--- src/rtl/gat_subgraph_scheduler_pkg.sv ---
// Shared types and widths for the GAT subgraph scheduler: node_info layout,
// subgraph descriptor, FSM states and derived widths.
package gat_subgraph_scheduler_pkg;

  localparam int unsigned ROW_LEN_WIDTH  = 5;
  localparam int unsigned NUM_NODE_WIDTH = 5;
  localparam int unsigned MAX_NODES      = 18;
  localparam int unsigned H_DATA_DEPTH   = 2105;
  localparam int unsigned H_DATA_ADDR_W  = $clog2(H_DATA_DEPTH);
  localparam int unsigned NUM_SUBGRAPHS  = 21;
  localparam int unsigned SG_IDX_W       = $clog2(NUM_SUBGRAPHS);
  // Wide enough for MAX_NODES rows of maximum length (18*31 = 558 < 1024).
  localparam int unsigned NNZ_W          = ROW_LEN_WIDTH + NUM_NODE_WIDTH;

  typedef struct packed {
    logic [ROW_LEN_WIDTH-1:0]  row_length;
    logic [NUM_NODE_WIDTH-1:0] num_of_nodes;
    logic                      source_node_flag;
  } node_info_t;

  typedef struct packed {
    logic [SG_IDX_W-1:0]       idx;
    logic [NUM_NODE_WIDTH-1:0] num_nodes;
    logic [H_DATA_ADDR_W-1:0]  base_addr;
    logic [NNZ_W-1:0]          nnz;
    logic                      truncated;
  } sg_desc_t;

  typedef enum logic [1:0] {
    IDLE    = 2'd0,
    COLLECT = 2'd1,
    EMIT    = 2'd2
  } sched_state_e;

endpackage

--- src/rtl/gat_subgraph_scheduler_addr_acc.sv ---
// gat_addr_wrap_acc: running H data BRAM address, advanced by each row length
// and wrapped modulo DEPTH; clear has priority over load, load over add.
module gat_addr_wrap_acc #(
  parameter int unsigned DEPTH  = 2105,
  parameter int unsigned ADDR_W = 12,
  parameter int unsigned INC_W  = 5
) (
  input  logic              clk_i,
  input  logic              rst_ni,
  input  logic              clear_i,
  input  logic              load_i,
  input  logic [ADDR_W-1:0] load_val_i,
  input  logic              add_en_i,
  input  logic [INC_W-1:0]  add_val_i,
  output logic [ADDR_W-1:0] addr_o
);

  logic [ADDR_W-1:0] addr_q, addr_d;
  logic [ADDR_W:0]   sum;

  // Increment is always below DEPTH, so a single conditional subtract wraps.
  always_comb begin
    sum = {1'b0, addr_q} + (ADDR_W+1)'(add_val_i);
    if (sum >= (ADDR_W+1)'(DEPTH)) begin
      sum = sum - (ADDR_W+1)'(DEPTH);
    end
    addr_d = addr_q;
    if (load_i) begin
      addr_d = load_val_i;
    end else if (add_en_i) begin
      addr_d = sum[ADDR_W-1:0];
    end
  end

  always_ff @(posedge clk_i or negedge rst_ni) begin
    if (!rst_ni) begin
      addr_q <= '0;
    end else if (clear_i) begin
      addr_q <= '0;
    end else begin
      addr_q <= addr_d;
    end
  end

  assign addr_o = addr_q;

endmodule

--- src/rtl/gat_subgraph_scheduler.sv ---
// Turns the node_info stream into per-node H-row descriptors and, on subgraph
// close, a subgraph descriptor for the DMVM/softmax/aggregator stages.
module gat_subgraph_scheduler
  import gat_subgraph_scheduler_pkg::*;
(
  input  logic                     clk,
  input  logic                     rst_n,
  input  logic                     clear,
  input  logic                     in_valid,
  output logic                     in_ready,
  input  node_info_t               in_node_info,
  output logic                     row_valid,
  input  logic                     row_ready,
  output logic [H_DATA_ADDR_W-1:0] row_addr,
  output logic [ROW_LEN_WIDTH-1:0] row_len,
  output logic                     row_is_source,
  output logic                     sg_valid,
  input  logic                     sg_ready,
  output sg_desc_t                 sg_desc,
  output logic                     done,
  output logic                     err_count,
  output logic                     err_orphan
);

  sched_state_e               state_q, state_d;
  logic [NUM_NODE_WIDTH-1:0]  target_q, target_d, node_cnt_q, node_cnt_d;
  logic [H_DATA_ADDR_W-1:0]   base_q, base_d;
  logic [NNZ_W-1:0]           nnz_acc_q, nnz_acc_d;
  logic [SG_IDX_W-1:0]        sg_idx_q, sg_idx_d;
  logic                       row_valid_q, row_valid_d, row_src_q, row_src_d;
  logic [H_DATA_ADDR_W-1:0]   row_addr_q, row_addr_d;
  logic [ROW_LEN_WIDTH-1:0]   row_len_q, row_len_d;
  logic                       sg_valid_q, sg_valid_d;
  sg_desc_t                   sg_desc_q, sg_desc_d;
  logic                       done_q, done_d, err_count_q, err_count_d;
  logic                       err_orphan_q, err_orphan_d;
  logic [H_DATA_ADDR_W-1:0]   addr_ptr;
  logic                       src_blocked, ready_int, accept, legal_cnt;
  logic [NUM_NODE_WIDTH-1:0]  cnt_inc;
  logic [NNZ_W-1:0]           len_ext;

  gat_addr_wrap_acc #(
    .DEPTH (H_DATA_DEPTH),
    .ADDR_W(H_DATA_ADDR_W),
    .INC_W (ROW_LEN_WIDTH)
  ) u_addr_acc (
    .clk_i     (clk),
    .rst_ni    (rst_n),
    .clear_i   (clear),
    .load_i    (1'b0),
    .load_val_i('0),
    .add_en_i  (accept),
    .add_val_i (in_node_info.row_length),
    .addr_o    (addr_ptr)
  );

  // A source arriving mid-collection closes the open subgraph instead of
  // being consumed; it is accepted later from IDLE.
  assign src_blocked = (state_q == COLLECT) && in_valid && in_node_info.source_node_flag;
  assign ready_int   = rst_n && !done_q && (state_q != EMIT) &&
                       (!row_valid_q || row_ready) && !src_blocked;
  assign accept      = in_valid && ready_int;
  assign legal_cnt   = (in_node_info.num_of_nodes != '0) &&
                       (in_node_info.num_of_nodes <= NUM_NODE_WIDTH'(MAX_NODES));
  assign cnt_inc     = node_cnt_q + NUM_NODE_WIDTH'(1);
  assign len_ext     = NNZ_W'(in_node_info.row_length);

  always_comb begin
    state_d      = state_q;
    target_d     = target_q;
    node_cnt_d   = node_cnt_q;
    base_d       = base_q;
    nnz_acc_d    = nnz_acc_q;
    sg_idx_d     = sg_idx_q;
    row_valid_d  = row_valid_q;
    row_addr_d   = row_addr_q;
    row_len_d    = row_len_q;
    row_src_d    = row_src_q;
    sg_valid_d   = sg_valid_q;
    sg_desc_d    = sg_desc_q;
    done_d       = done_q;
    err_count_d  = err_count_q;
    err_orphan_d = err_orphan_q;

    if (accept) begin
      row_valid_d = 1'b1;
      row_addr_d  = addr_ptr;
      row_len_d   = in_node_info.row_length;
      row_src_d   = in_node_info.source_node_flag;
    end else if (row_ready) begin
      row_valid_d = 1'b0;
    end

    unique case (state_q)
      IDLE: begin
        if (accept) begin
          if (!in_node_info.source_node_flag) begin
            err_orphan_d = 1'b1;
          end else if (!legal_cnt) begin
            err_count_d = 1'b1;
          end else begin
            target_d   = in_node_info.num_of_nodes;
            base_d     = addr_ptr;
            node_cnt_d = NUM_NODE_WIDTH'(1);
            nnz_acc_d  = len_ext;
            if (in_node_info.num_of_nodes == NUM_NODE_WIDTH'(1)) begin
              state_d             = EMIT;
              sg_valid_d          = 1'b1;
              sg_desc_d.idx       = sg_idx_q;
              sg_desc_d.num_nodes = in_node_info.num_of_nodes;
              sg_desc_d.base_addr = addr_ptr;
              sg_desc_d.nnz       = len_ext;
              sg_desc_d.truncated = 1'b0;
            end else begin
              state_d = COLLECT;
            end
          end
        end
      end
      COLLECT: begin
        if (src_blocked) begin
          state_d             = EMIT;
          sg_valid_d          = 1'b1;
          sg_desc_d.idx       = sg_idx_q;
          sg_desc_d.num_nodes = node_cnt_q;
          sg_desc_d.base_addr = base_q;
          sg_desc_d.nnz       = nnz_acc_q;
          sg_desc_d.truncated = 1'b1;
        end else if (accept) begin
          node_cnt_d = cnt_inc;
          nnz_acc_d  = nnz_acc_q + len_ext;
          if (cnt_inc == target_q) begin
            state_d             = EMIT;
            sg_valid_d          = 1'b1;
            sg_desc_d.idx       = sg_idx_q;
            sg_desc_d.num_nodes = target_q;
            sg_desc_d.base_addr = base_q;
            sg_desc_d.nnz       = nnz_acc_q + len_ext;
            sg_desc_d.truncated = 1'b0;
          end
        end
      end
      EMIT: begin
        if (sg_ready) begin
          sg_valid_d = 1'b0;
          sg_idx_d   = sg_idx_q + SG_IDX_W'(1);
          state_d    = IDLE;
          if (sg_idx_q == SG_IDX_W'(NUM_SUBGRAPHS - 1)) begin
            done_d = 1'b1;
          end
        end
      end
      default: state_d = IDLE;
    endcase
  end

  always_ff @(posedge clk or negedge rst_n) begin
    if (!rst_n) begin
      state_q      <= IDLE;
      target_q     <= '0;
      node_cnt_q   <= '0;
      base_q       <= '0;
      nnz_acc_q    <= '0;
      sg_idx_q     <= '0;
      row_valid_q  <= 1'b0;
      row_addr_q   <= '0;
      row_len_q    <= '0;
      row_src_q    <= 1'b0;
      sg_valid_q   <= 1'b0;
      sg_desc_q    <= '0;
      done_q       <= 1'b0;
      err_count_q  <= 1'b0;
      err_orphan_q <= 1'b0;
    end else if (clear) begin
      state_q      <= IDLE;
      target_q     <= '0;
      node_cnt_q   <= '0;
      base_q       <= '0;
      nnz_acc_q    <= '0;
      sg_idx_q     <= '0;
      row_valid_q  <= 1'b0;
      row_addr_q   <= '0;
      row_len_q    <= '0;
      row_src_q    <= 1'b0;
      sg_valid_q   <= 1'b0;
      sg_desc_q    <= '0;
      done_q       <= 1'b0;
      err_count_q  <= 1'b0;
      err_orphan_q <= 1'b0;
    end else begin
      state_q      <= state_d;
      target_q     <= target_d;
      node_cnt_q   <= node_cnt_d;
      base_q       <= base_d;
      nnz_acc_q    <= nnz_acc_d;
      sg_idx_q     <= sg_idx_d;
      row_valid_q  <= row_valid_d;
      row_addr_q   <= row_addr_d;
      row_len_q    <= row_len_d;
      row_src_q    <= row_src_d;
      sg_valid_q   <= sg_valid_d;
      sg_desc_q    <= sg_desc_d;
      done_q       <= done_d;
      err_count_q  <= err_count_d;
      err_orphan_q <= err_orphan_d;
    end
  end

  assign in_ready      = ready_int;
  assign row_valid     = row_valid_q;
  assign row_addr      = row_addr_q;
  assign row_len       = row_len_q;
  assign row_is_source = row_src_q;
  assign sg_valid      = sg_valid_q;
  assign sg_desc       = sg_desc_q;
  assign done          = done_q;
  assign err_count     = err_count_q;
  assign err_orphan    = err_orphan_q;

endmodule

--- config.mk ---
export PLATFORM = sky130hd
export DESIGN_NAME = gat_subgraph_scheduler
export DESIGN_NICKNAME = d
export VERILOG_FILES = /design/src/rtl/gat_subgraph_scheduler_pkg.sv /design/src/rtl/gat_subgraph_scheduler_addr_acc.sv /design/src/rtl/gat_subgraph_scheduler.sv
export SDC_FILE = /design/constraint.sdc
export NUM_CORES = 1
export LEC_CHECK = 0
export ABC_AREA = 1
export BUFFER_PORTS_ARGS = -buffer_cell sky130_fd_sc_hd__buf_2
export CAP_MARGIN = 20
export CORE_ASPECT_RATIO = 1.75
export CORE_MARGIN = 1
export CORE_UTILIZATION = 60
export DETAILED_ROUTE_END_ITERATION = 10
export GPL_TIMING_DRIVEN = 0
export PLACE_DENSITY_LB_ADDON = 0.15
export SKIP_LAST_GASP = 1
export SYNTH_ARGS = -nofsm -noshare
export SYNTH_HDL_FRONTEND = slang
export SYNTH_SLANG_ARGS = --single-unit
--- constraint.sdc ---
create_clock -name clk -period 7.3 [get_ports clk]
set_input_delay 0.73 -clock clk [delete_from_list [all_inputs] [get_ports clk]]
set_output_delay 0.73 -clock clk [all_outputs]
set_load 0.05 [all_outputs]
==> results.cfg, run 1 <==
[clocking]
cts.path.max_buffers = 2
cts-buffers-inserted = 9
buffer_count_from_post_cts_setup_fixing = 0
clock_sinks = 107
cts.clk_slew.worst_paths_ns = 0.07
holdBufCountCts = 0
clock_latency_reported_for_the_late_side_of_the_worst_skew_pair_ns = 0.35
ctsResizeCount = 0
cts_tree = built
clock_tree_root_buffer_cell = sky130_fd_sc_hd__clkbuf_16
htreeDepth = 3

[detailed_routing]
vias_per_std_cell = 5.81
drt-total-wl_mm = 18.2
dr.pass1.iters = 5
dr_total_vias = 5950
detail_route.drc_violations = 0
detailed_route_wire_length_per_cell_um = 17.8
initialDrtViolationCount = 381
antenna_violating_nets_post_route = 0

[floorplan]
initial_core_util_pct = 62.5
horizontal_die_dimension_um = 79.0
design.core.area_mm2 = 0.00997
die_h_um = 137
io_pins = 74
placementRows = 48
area_enclosed_by_the_die_boundary_mm2 = 0.0108

[logic_synthesis]
yosys_register_bits = 107
postSynth.topFlopCell = sky130_fd_sc_hd__dfrtp_1
synth.distinct_cells = 36
ys_warn_count = 0
synth.net_count = 847
syn_avg_cell_area_um2 = 7.69
synth_sequential_area_ratio_pct = 43.0
synthCells = 810
post_synth_instance_area_mm2 = 0.00623
async_reset_ff_share_pct = 100
synth-edff-count = 0

[grt]
vias_in_the_first_global_route = 5798
antenna_found_initial = 0
gr-total-overflow = 0
grt_max_degree = 74
first_pass_grt_wire_length_mm = 28.3
groute.usage.overall_pct = 34.7

[place]
portBuffers = 72
detailed_place.area_mm2 = 0.00677
globalplace.congestion = 0.933
hpwl_mm = 14.1

[finish]
layout.nets = 931
final_cell_area_mm2 = 0.00709
antenna-diode-count = 0
share_of_cells_above_drive_strength_1_pct = 17.1
num-fill-cells = 832
flow.area_growth_from_synthesis_pct = 13.8

[worst_setup_path]
r2r_setup_slack_ns = 4.49
end_kind = flop
reg2regPathDepth = 16
crit_required_ns = 7.55
worst_setup_path_start_kind = primary input
regToRegEndpoint = u_addr_acc.addr_o[9]
endpoint_arrival_time_on_the_critical_path_ns = 3.16
timing.critical_path.fanout_max = 10
reg2reg_from = u_addr_acc.addr_o[0]
worstSetupPathType = primary input to flop

[timing]
totalNegativeSetupSlack_ns = 0
fmax_ghz = 0.343
timing.final.hold_violations = 0
fin_worst_hold_slack_ns = 0.340
worst-slew-pin-transition_ns = 0.645
finalClockSkew_ns = 0.00788
clock_period_minus_final_worst_setup_slack_ns = 2.91
finalSetupViolCount = 0
timing.max_slew.rel_slack_pct = 57.0
final_max_slew_viol_count = 0
grt_setup_unrepaired = false
min_period_over_period_pct = 39.9

[pwr]
power_density_mw_per_mm2 = 326
vdd_drop_max_mv = 0.232
leakagePower_nw = 3.68

[min_path]
holdCritPathClass = primary input to async pin

[flow_run]
number_of_max_cap_violations = 0

[status]
outcome = completed
placed cells by master, fill, tap and decap left out, drive strengths merged:
cell type	instances
nand2	247
buf	90
nor3	4
clkinvlp	3
clkinv	1
o221ai	1
clkbuf	27
ha	18
inv	85
o311ai	1
a21oi	34
a31oi	1
o21ai	97
a21o	1
o21bai	1
xor2	17
o211ai	10
a211oi	1
o22ai	15
or2	1
fa	2
xnor2	5
o2111ai	1
nor2	43
nand4	6
dfrtp	107
nand3	79
bufinv	1
state kept, by name, summed over array words and instances (netlist names), 10 cells and up:
register           cells
sg_desc               33
row_addr              12
base_q                12
nnz_acc_q             10
u_addr_acc.addr_o     12
metal layers:
layer	GRT usage, %	up-vias	share of wire [%]
met5	0	-	0
met4	20.1	0	5.3
met3	4.13	69	4.5
met2	65.6	230	54
met1	35.9	2835	36
li1	-	2816	-
power breakdown:
group	internal, W	switching, W	leakage (nW)
sequential	0.000693	0.0000668	1.46
clock	0.000279	0.000233	0.143
combinational	0.000270	0.000768	2.08
total	0.00124	0.00107	3.68
worst max path at each step:
stage | from | endpoint | slack (ns) | depth (start not counted)
3_3_place_gp | rst_n | sg_desc[25] | 3.13 | 12
4_1_cts | in_node_info[6] | u_addr_acc.addr_o[9] | 4.39 | 17
3_5_place_dp | in_node_info[6] | u_addr_acc.addr_o[9] | 4.04 | 17
2_1_floorplan | in_node_info[6] | u_addr_acc.addr_o[9] | 4.57 | 16
5_1_grt | in_node_info[6] | u_addr_acc.addr_o[9] | 4.25 | 17
6_report | in_node_info[6] | u_addr_acc.addr_o[9] | 4.39 | 17
stage by stage:
step	instances	utilization (%)	setup WS, ns	total power, W
6_report	1024	71.1	4.39	0.00231
5_1_grt	1024	71.1	4.25	0.00242
4_1_cts	1024	71.1	4.39	0.00230
3_5_place_dp	1008	67.9	4.04	0.00179
3_3_place_gp	1007	67.6	3.13	0.00175
2_1_floorplan	810	-	4.57	0.00150
kinds of logic after synthesis:
family	count (synthesis)	share of synthesized area [%]
AO/OA/AOI/OAI	163	14.5
flip-flops	107	43.0
adder cells (fa/ha/maj)	20	4.26
AND/OR/NAND/NOR	380	27.4
XOR/XNOR	22	3.09
buffers and inverters	118	7.80
synthesized netlist by cell type, types with 6 or more instances:
master	number	area [µm²]
sky130_fd_sc_hd__xor2_1	17	149
sky130_fd_sc_hd__nor2_2	8	50.1
sky130_fd_sc_hd__o211ai_1	10	75.1
sky130_fd_sc_hd__nand3_1	73	365
sky130_fd_sc_hd__ha_1	18	225
sky130_fd_sc_hd__clkbuf_1	17	63.8
sky130_fd_sc_hd__dfrtp_1	107	2680
sky130_fd_sc_hd__o22ai_1	15	93.8
sky130_fd_sc_hd__nand4_1	6	37.5
sky130_fd_sc_hd__buf_4	6	45.0
sky130_fd_sc_hd__nand2_1	225	845
sky130_fd_sc_hd__inv_1	78	293
sky130_fd_sc_hd__nor2_1	31	116
sky130_fd_sc_hd__buf_2	10	50.1
sky130_fd_sc_hd__o21ai_0	91	455
sky130_fd_sc_hd__nand2_2	19	119
sky130_fd_sc_hd__a21oi_1	34	170
sky130_fd_sc_hd__o21ai_1	6	30.0
layout make-up:
type	instances	area (µm²)	share of cell area [%]
Buffer	34	170	2.40
Clock buffer	10	239	3.37
Clock inverter	6	72.6	1.02
Inverter	84	315	4.45
Multi-Input combinational cell	585	3060	43.2
Sequential cell	107	2680	37.8
Tap cell	125	156	2.21
Timing Repair Buffer	73	390	5.51
critical path, cell delays in order:
cell	delay [ns]
sky130_fd_sc_hd__buf_2	0.15
sky130_fd_sc_hd__ha_1	0.26
sky130_fd_sc_hd__fa_1	0.46
sky130_fd_sc_hd__nand2_2	0.12
sky130_fd_sc_hd__nand2_2	0.09
sky130_fd_sc_hd__nand2_2	0.09
sky130_fd_sc_hd__xor2_1	0.34
sky130_fd_sc_hd__nor2_1	0.11
sky130_fd_sc_hd__nand2_2	0.14
sky130_fd_sc_hd__nand3_2	0.09
sky130_fd_sc_hd__nand2_2	0.10
sky130_fd_sc_hd__nand3_2	0.10
sky130_fd_sc_hd__buf_6	0.16
sky130_fd_sc_hd__nand2_2	0.05
sky130_fd_sc_hd__nand2_1	0.05
sky130_fd_sc_hd__nand2_1	0.06
sky130_fd_sc_hd__nand2_1	0.05
Power figures use the tool's default switching activity.
==> inputs of run 2 (changes only) <==
--- a/config.mk
+++ b/config.mk
@@ -10,7 +10,7 @@
 export CAP_MARGIN = 20
 export CORE_ASPECT_RATIO = 1.75
 export CORE_MARGIN = 1
-export CORE_UTILIZATION = 60
+export CORE_UTILIZATION = 59
 export DETAILED_ROUTE_END_ITERATION = 10
 export GPL_TIMING_DRIVEN = 0
 export PLACE_DENSITY_LB_ADDON = 0.15
==> constraint.sdc (replaced) <==
create_clock -name clk -period 2.77 [get_ports clk]
set_input_delay 0.277 -clock clk [delete_from_list [all_inputs] [get_ports clk]]
set_output_delay 0.277 -clock clk [all_outputs]
set_load 0.05 [all_outputs]
==> run 2 against run 1 <==
Net effect: via count down 0.87%; non-clock buffer count unchanged; clock-buffer cell count down 1; critical path depth unchanged; combinational power rose to 2.6 times the previous value; die area up 1.7%; cell count up 0.20%; routed wire length down 1.6%; clock power rose to 2.6 times the previous value; utilization down 2.0 points.
==> results.cfg, run 2 (synthesis results as in run 1) <==
[status]
outcome = completed

[grt]
first_pass_grt_wire_length_mm = 28.6
groute.usage.overall_pct = 34.6
grt_max_degree = 75
antenna_found_initial = 0
gr-total-overflow = 0
vias_in_the_first_global_route = 5919

[finish]
flow.area_growth_from_synthesis_pct = 14.2
layout.cells.most_common_list = sky130_fd_sc_hd__nand2_1 (225), sky130_fd_sc_hd__dfrtp_1 (107), sky130_fd_sc_hd__o21ai_0 (91)
layout.nets = 931
antenna-diode-count = 0
share_of_cells_above_drive_strength_1_pct = 17.7
largest_reg_flops = 33
mostFrequentLayoutCell = sky130_fd_sc_hd__nand2_1
num-fill-cells = 886

[timing]
finalSetupViolCount = 0
clock_period_minus_final_worst_setup_slack_ns = 2.63
finalClockSkew_ns = 0.0132
timing.final.hold_violations = 0
grt_setup_unrepaired = true
timing.max_slew.rel_slack_pct = 57.1
fmax_ghz = 0.381
worst-slew-pin-transition_ns = 0.643
post_route_setup_slack_ns = 0.144
final_max_slew_viol_count = 0
min_period_over_period_pct = 94.8

[clocking]
clock_latency_reported_for_the_late_side_of_the_worst_skew_pair_ns = 0.35
cts_tree = built
clock_sinks = 107
buffer_count_from_post_cts_setup_fixing = 0
clock_tree_root_buffer_cell = sky130_fd_sc_hd__clkbuf_16
htreeDepth = 3
cts.path.max_buffers = 2
cts.clk_slew.worst_paths_ns = 0.07
cts-buffers-inserted = 9

[detailed_routing]
detail_route.drc_violations = 0
dr_total_vias = 5898
antenna_violating_nets_post_route = 0
vias_per_std_cell = 5.75
drt-total-wl_mm = 18.0
dr.pass1.iters = 5
initialDrtViolationCount = 381
detailed_route_wire_length_per_cell_um = 17.5

[pwr]
sw_share_pct = 46.0
p_switching_w = 0.00277
totalPowerFinal_w = 0.00601
power_density_mw_per_mm2 = 845
power.share.combinational_pct = 45.1
share_clk_of_total_power_pct = 21.7
power.internal_w = 0.00325
seqPwrFrac_pct = 33.2
vdd_drop_max_mv = 0.485
leakagePower_nw = 3.69

[worst_setup_path]
worst_path_buf_inv = 1
timing.critical_path.fanout_max = 10
endpoint_arrival_time_on_the_critical_path_ns = 2.87
critPathMaxStageDelay_ns = 0.42
worst_path_cell_chain = ha_1 -> fa_2 -> nand2_2 -> nand2_2 -> nand3_2 -> nand3_1 -> nand2_4 -> nand2_2 -> nor2_4 -> nand3_2 -> nand2_2 -> nand3_2 -> buf_6 -> nand2_2 -> nand2_1 -> nand2_1 -> nand2_1
reg2regPathDepth = 17
regToRegEndpoint = u_addr_acc.addr_o[9]
worstSetupStartpoint = u_addr_acc.addr_o[0]
crit_required_ns = 3.01
crit_family = simple AND/OR/NAND/NOR gates
timing.critical_path.mode_cell = sky130_fd_sc_hd__nand2_2
r2r_setup_slack_ns = 0.14
reg2reg_from = u_addr_acc.addr_o[0]
worstSetupPathType = flop to flop
worst_setup_path_start_kind = flop
worst_path_max_delay_cell = sky130_fd_sc_hd__dfrtp_1
end_kind = flop

[floorplan]
area_enclosed_by_the_die_boundary_mm2 = 0.0110
horizontal_die_dimension_um = 79.7
io_pins = 74
placementRows = 49
design.core.area_mm2 = 0.0103
initial_core_util_pct = 60.5
die_h_um = 138

[place]
globalplace.congestion = 0.957
portBuffers = 72
hpwl_mm = 14.0
pre_cts_ws_ns = -0.102

[flow_run]
number_of_max_cap_violations = 0

[min_path]
holdCritPathClass = primary input to flop
hold_path.startpoint = row_ready
min_delay_path_depth = 4
hold_path_end = row_valid
## run 2: cell types whose count changed in the layout (fill, tap and decap cells not counted), sizes merged
cell         change
clkbuf           -2
dlygate4sd3      +1
clkinv           +2
inv              -1
## run 2: worst min-delay path, stage by stage
cell	delay, ns
sky130_fd_sc_hd__buf_2	0.08
sky130_fd_sc_hd__inv_1	0.03
sky130_fd_sc_hd__nand2_1	0.06
sky130_fd_sc_hd__a21oi_1	0.06
## run 2: per-stage QoR
step | setup TNS, ns | instances | util, % | hold WS, ns | cell area (µm²)
2_1_floorplan | 0 | 810 | - | -0.0186 | 6230
3_3_place_gp | -86.64 | 1009 | 65.5 | 0.460 | 6750
3_5_place_dp | -0.777 | 1010 | 65.8 | 0.261 | 6780
4_1_cts | 0 | 1027 | 68.9 | 0.189 | 7100
5_1_grt | -0.0656 | 1026 | 69.0 | 0.221 | 7110
6_report | 0 | 1026 | 69.0 | 0.200 | 7110
## run 2: power by group through the flow
stage               registers, W  logic, W  clock network (W)
global route             0.00203   0.00296            0.00138
finish                   0.00199   0.00271            0.00131
detailed placement       0.00202   0.00268                  0
floorplan                0.00254   0.00142                  0
global placement         0.00201   0.00260                  0
CTS                      0.00199   0.00270            0.00132
## run 2: timing repair
action | CTS | global route
resized for setup | 1 | 7
endpoints found under the hold margin | 33 | 0
endpoints found under the setup margin | 10 | 26
hold buffers | 1 | 0
## run 2: layout make-up
type,count,area [µm²],area share [%]
Multi-Input combinational cell,585,3090,43.4
Tap cell,127,159,2.23
Clock buffer,9,225,3.17
Timing Repair Buffer,74,400,5.63
Clock inverter,7,77.6,1.09
Inverter,84,315,4.43
Sequential cell,107,2680,37.6
Buffer,33,169,2.38
## run 2: how the worst max path moves through the flow
stage                     slack (ns)                   end  depth (start not counted)
after CTS                       0.02  u_addr_acc.addr_o[7]                         14
final                           0.14  u_addr_acc.addr_o[9]                         17
after detailed placement       -0.10  u_addr_acc.addr_o[7]                         15
after global placement         -0.97         node_cnt_q[1]                          9
after floorplan                 0.39  u_addr_acc.addr_o[9]                         16
after global routing           -0.05  u_addr_acc.addr_o[9]                         16
## run 2: layer usage
metal  part of all wire (%)  global-route usage [%]
met1                     37                    35.8
met2                     55                    65.2
met3                    3.2                    3.88
met4                    4.3                    20.6
met5                      0                       0
==> inputs of run 3 (changes only) <==
==> constraint.sdc (replaced) <==
create_clock -name clk -period 2.92 [get_ports clk]
set_input_delay 0.292 -clock clk [delete_from_list [all_inputs] [get_ports clk]]
set_output_delay 0.292 -clock clk [all_outputs]
set_load 0.05 [all_outputs]
==> run 3 against run 2 <==
Net effect: hold slack gained 0.013 ns; first-iteration DRC count shrank 11%; critical endpoint is now u_addr_acc.addr_o[4]; final area shrank 0.18%; critical path type unchanged; non-clock buffer count grew 1; largest cell class unchanged; sequential share of layout area grew 0.066 points; clock-buffer cell count is the same.
==> results.cfg, run 3 (synthesis results as in run 1) <==
[pwr]
leakagePower_nw = 3.69
power.internal_w = 0.00308
share_clk_of_total_power_pct = 21.7
totalPowerFinal_w = 0.00571
seqPwrFrac_pct = 33.1
sw_share_pct = 46.1
power.share.combinational_pct = 45.1
p_switching_w = 0.00263
power_density_mw_per_mm2 = 804
vdd_drop_max_mv = 0.458

[timing]
totalNegativeSetupSlack_ns = 0
timing.max_slew.rel_slack_pct = 57.1
final_max_slew_viol_count = 0
timing.final.hold_violations = 0
worst-slew-pin-transition_ns = 0.643
fmax_ghz = 0.360
min_period_over_period_pct = 95.2
finalClockSkew_ns = 0.0120
clock_period_minus_final_worst_setup_slack_ns = 2.78
fin_worst_hold_slack_ns = 0.212
finalSetupViolCount = 0
grt_setup_unrepaired = false

[finish]
num-fill-cells = 890
antenna-diode-count = 0
largest_reg_flops = 33
share_of_cells_above_drive_strength_1_pct = 17.3
layout.nets = 932
flow.area_growth_from_synthesis_pct = 14.0
postLayoutCoreUtil_pct = 68.9
mostFrequentLayoutCell = sky130_fd_sc_hd__nand2_1
layoutNonFillerInstCount = 1027
layout.cells.most_common_list = sky130_fd_sc_hd__nand2_1 (225), sky130_fd_sc_hd__dfrtp_1 (107), sky130_fd_sc_hd__o21ai_0 (91)

[floorplan]
placementRows = 49
initial_core_util_pct = 60.5
die_h_um = 138
horizontal_die_dimension_um = 79.7
io_pins = 74
area_enclosed_by_the_die_boundary_mm2 = 0.0110
design.core.area_mm2 = 0.0103

[clocking]
cts_tree = built
cts.clk_slew.worst_paths_ns = 0.07
cts.path.max_buffers = 2
clock_sinks = 107
htreeDepth = 3
buffer_count_from_post_cts_setup_fixing = 0
clock_tree_root_buffer_cell = sky130_fd_sc_hd__clkbuf_16
clock_latency_reported_for_the_late_side_of_the_worst_skew_pair_ns = 0.35
cts-buffers-inserted = 9

[grt]
first_pass_grt_wire_length_mm = 28.6
gr-total-overflow = 0
groute.usage.overall_pct = 34.6
vias_in_the_first_global_route = 5922
grt_max_degree = 75
antenna_found_initial = 0

[worst_setup_path]
timing.critical_path.fanout_max = 10
critPathMaxStageDelay_ns = 0.51
worst_setup_path_start_kind = flop
worstSetupPathType = flop to flop
worst_path_max_delay_cell = sky130_fd_sc_hd__fa_1
worst_path_cell_chain = ha_1 -> fa_1 -> nand2_2 -> nand2_2 -> nand2_2 -> xor2_2 -> nor2_1 -> nand2_2 -> nand3_2 -> nand2_2 -> buf_4 -> nand3_1 -> nand3_1 -> nand2_1
timing.critical_path.mode_cell = sky130_fd_sc_hd__nand2_2
end_kind = flop
endpoint_arrival_time_on_the_critical_path_ns = 3.02
worst_path_buf_inv = 1
crit_required_ns = 3.16
crit_family = simple AND/OR/NAND/NOR gates

[status]
outcome = completed

[place]
place_inst = 1010
hpwl_mm = 14.0
globalplace.congestion = 0.957
portBuffers = 72

[flow_run]
number_of_max_cap_violations = 0

[detailed_routing]
dr_total_vias = 5971
drt-total-wl_mm = 18.0
dr.pass1.iters = 5
antenna_violating_nets_post_route = 0
detail_route.drc_violations = 0
detailed_route_wire_length_per_cell_um = 17.6
initialDrtViolationCount = 339
vias_per_std_cell = 5.81

[min_path]
holdCritPathClass = primary input to flop
run 3: cell types whose count changed in the layout (fill, tap and decap cells not counted):
cell and change:
sky130_fd_sc_hd__clkbuf_2 -2, sky130_fd_sc_hd__fa_2 -1, sky130_fd_sc_hd__fa_1 +1, sky130_fd_sc_hd__clkbuf_1 +3
sky130_fd_sc_hd__xor2_2 +1, sky130_fd_sc_hd__xor2_4 -1
run 3: worst paths after layout:
path	from	end	slack (ns)	cells after the start
max	u_addr_acc.addr_o[0]	u_addr_acc.addr_o[4]	0.14	14
min	row_ready	row_valid	0.21	4
max reg2reg	u_addr_acc.addr_o[0]	u_addr_acc.addr_o[4]	0.14	14
min reg2reg	sg_desc[13]	sg_desc[13]	0.48	2
max in group asynchronous	rst_n	u_addr_acc.addr_o[0]	1.74	3
min in group asynchronous	rst_n	sg_idx_q[0]	0.45	2
run 3: area by class of cell:
cell class,count,area (µm²),share of cell area [%]
Buffer,34,170,2.40
Clock buffer,9,225,3.17
Clock inverter,7,77.6,1.09
Inverter,84,315,4.44
Multi-Input combinational cell,585,3070,43.3
Sequential cell,107,2680,37.7
Tap cell,127,159,2.24
Timing Repair Buffer,74,400,5.64
run 3: power by group through the flow:
| stage | combinational (W) | clock, W | sequential [W] |
|---|---|---|---|
| 2_1_floorplan | 0.00135 | 0 | 0.00241 |
| 5_1_grt | 0.00281 | 0.00131 | 0.00192 |
| 6_report | 0.00258 | 0.00124 | 0.00189 |
| 3_5_place_dp | 0.00254 | 0 | 0.00191 |
| 4_1_cts | 0.00256 | 0.00125 | 0.00189 |
| 3_3_place_gp | 0.00247 | 0 | 0.00190 |
run 3: metal layers:
layer,vias up,global-route usage [%],part of all wire (%)
met5,-,0,0
met3,57,3.88,3.4
li1,2816,-,-
met1,2925,35.8,37
met4,0,20.6,5.0
met2,173,65.2,55
run 3: tightest hold or removal path, delay by kind of cell:
family | cells | cell delay, ns
buffers and inverters | 2 | 0.11
AND/OR/NAND/NOR | 1 | 0.06
AO/OA/AOI/OAI | 1 | 0.06
run 3: stage by stage:
step                      cell area (µm²)  worst slack (ns)
after detailed placement             6780            0.0326
final                                7100             0.139
after CTS                            7090            0.0575
after global routing                 7100            0.0338
after global placement               6750            -0.840
after floorplan                      6230             0.540
run 3: what timing repair did:
item / CTS / global route
endpoints found under the setup margin: 0 / 10
resized for setup: 0 / 2
hold endpoints to repair: 33 / 0
hold buffers: 1 / 0
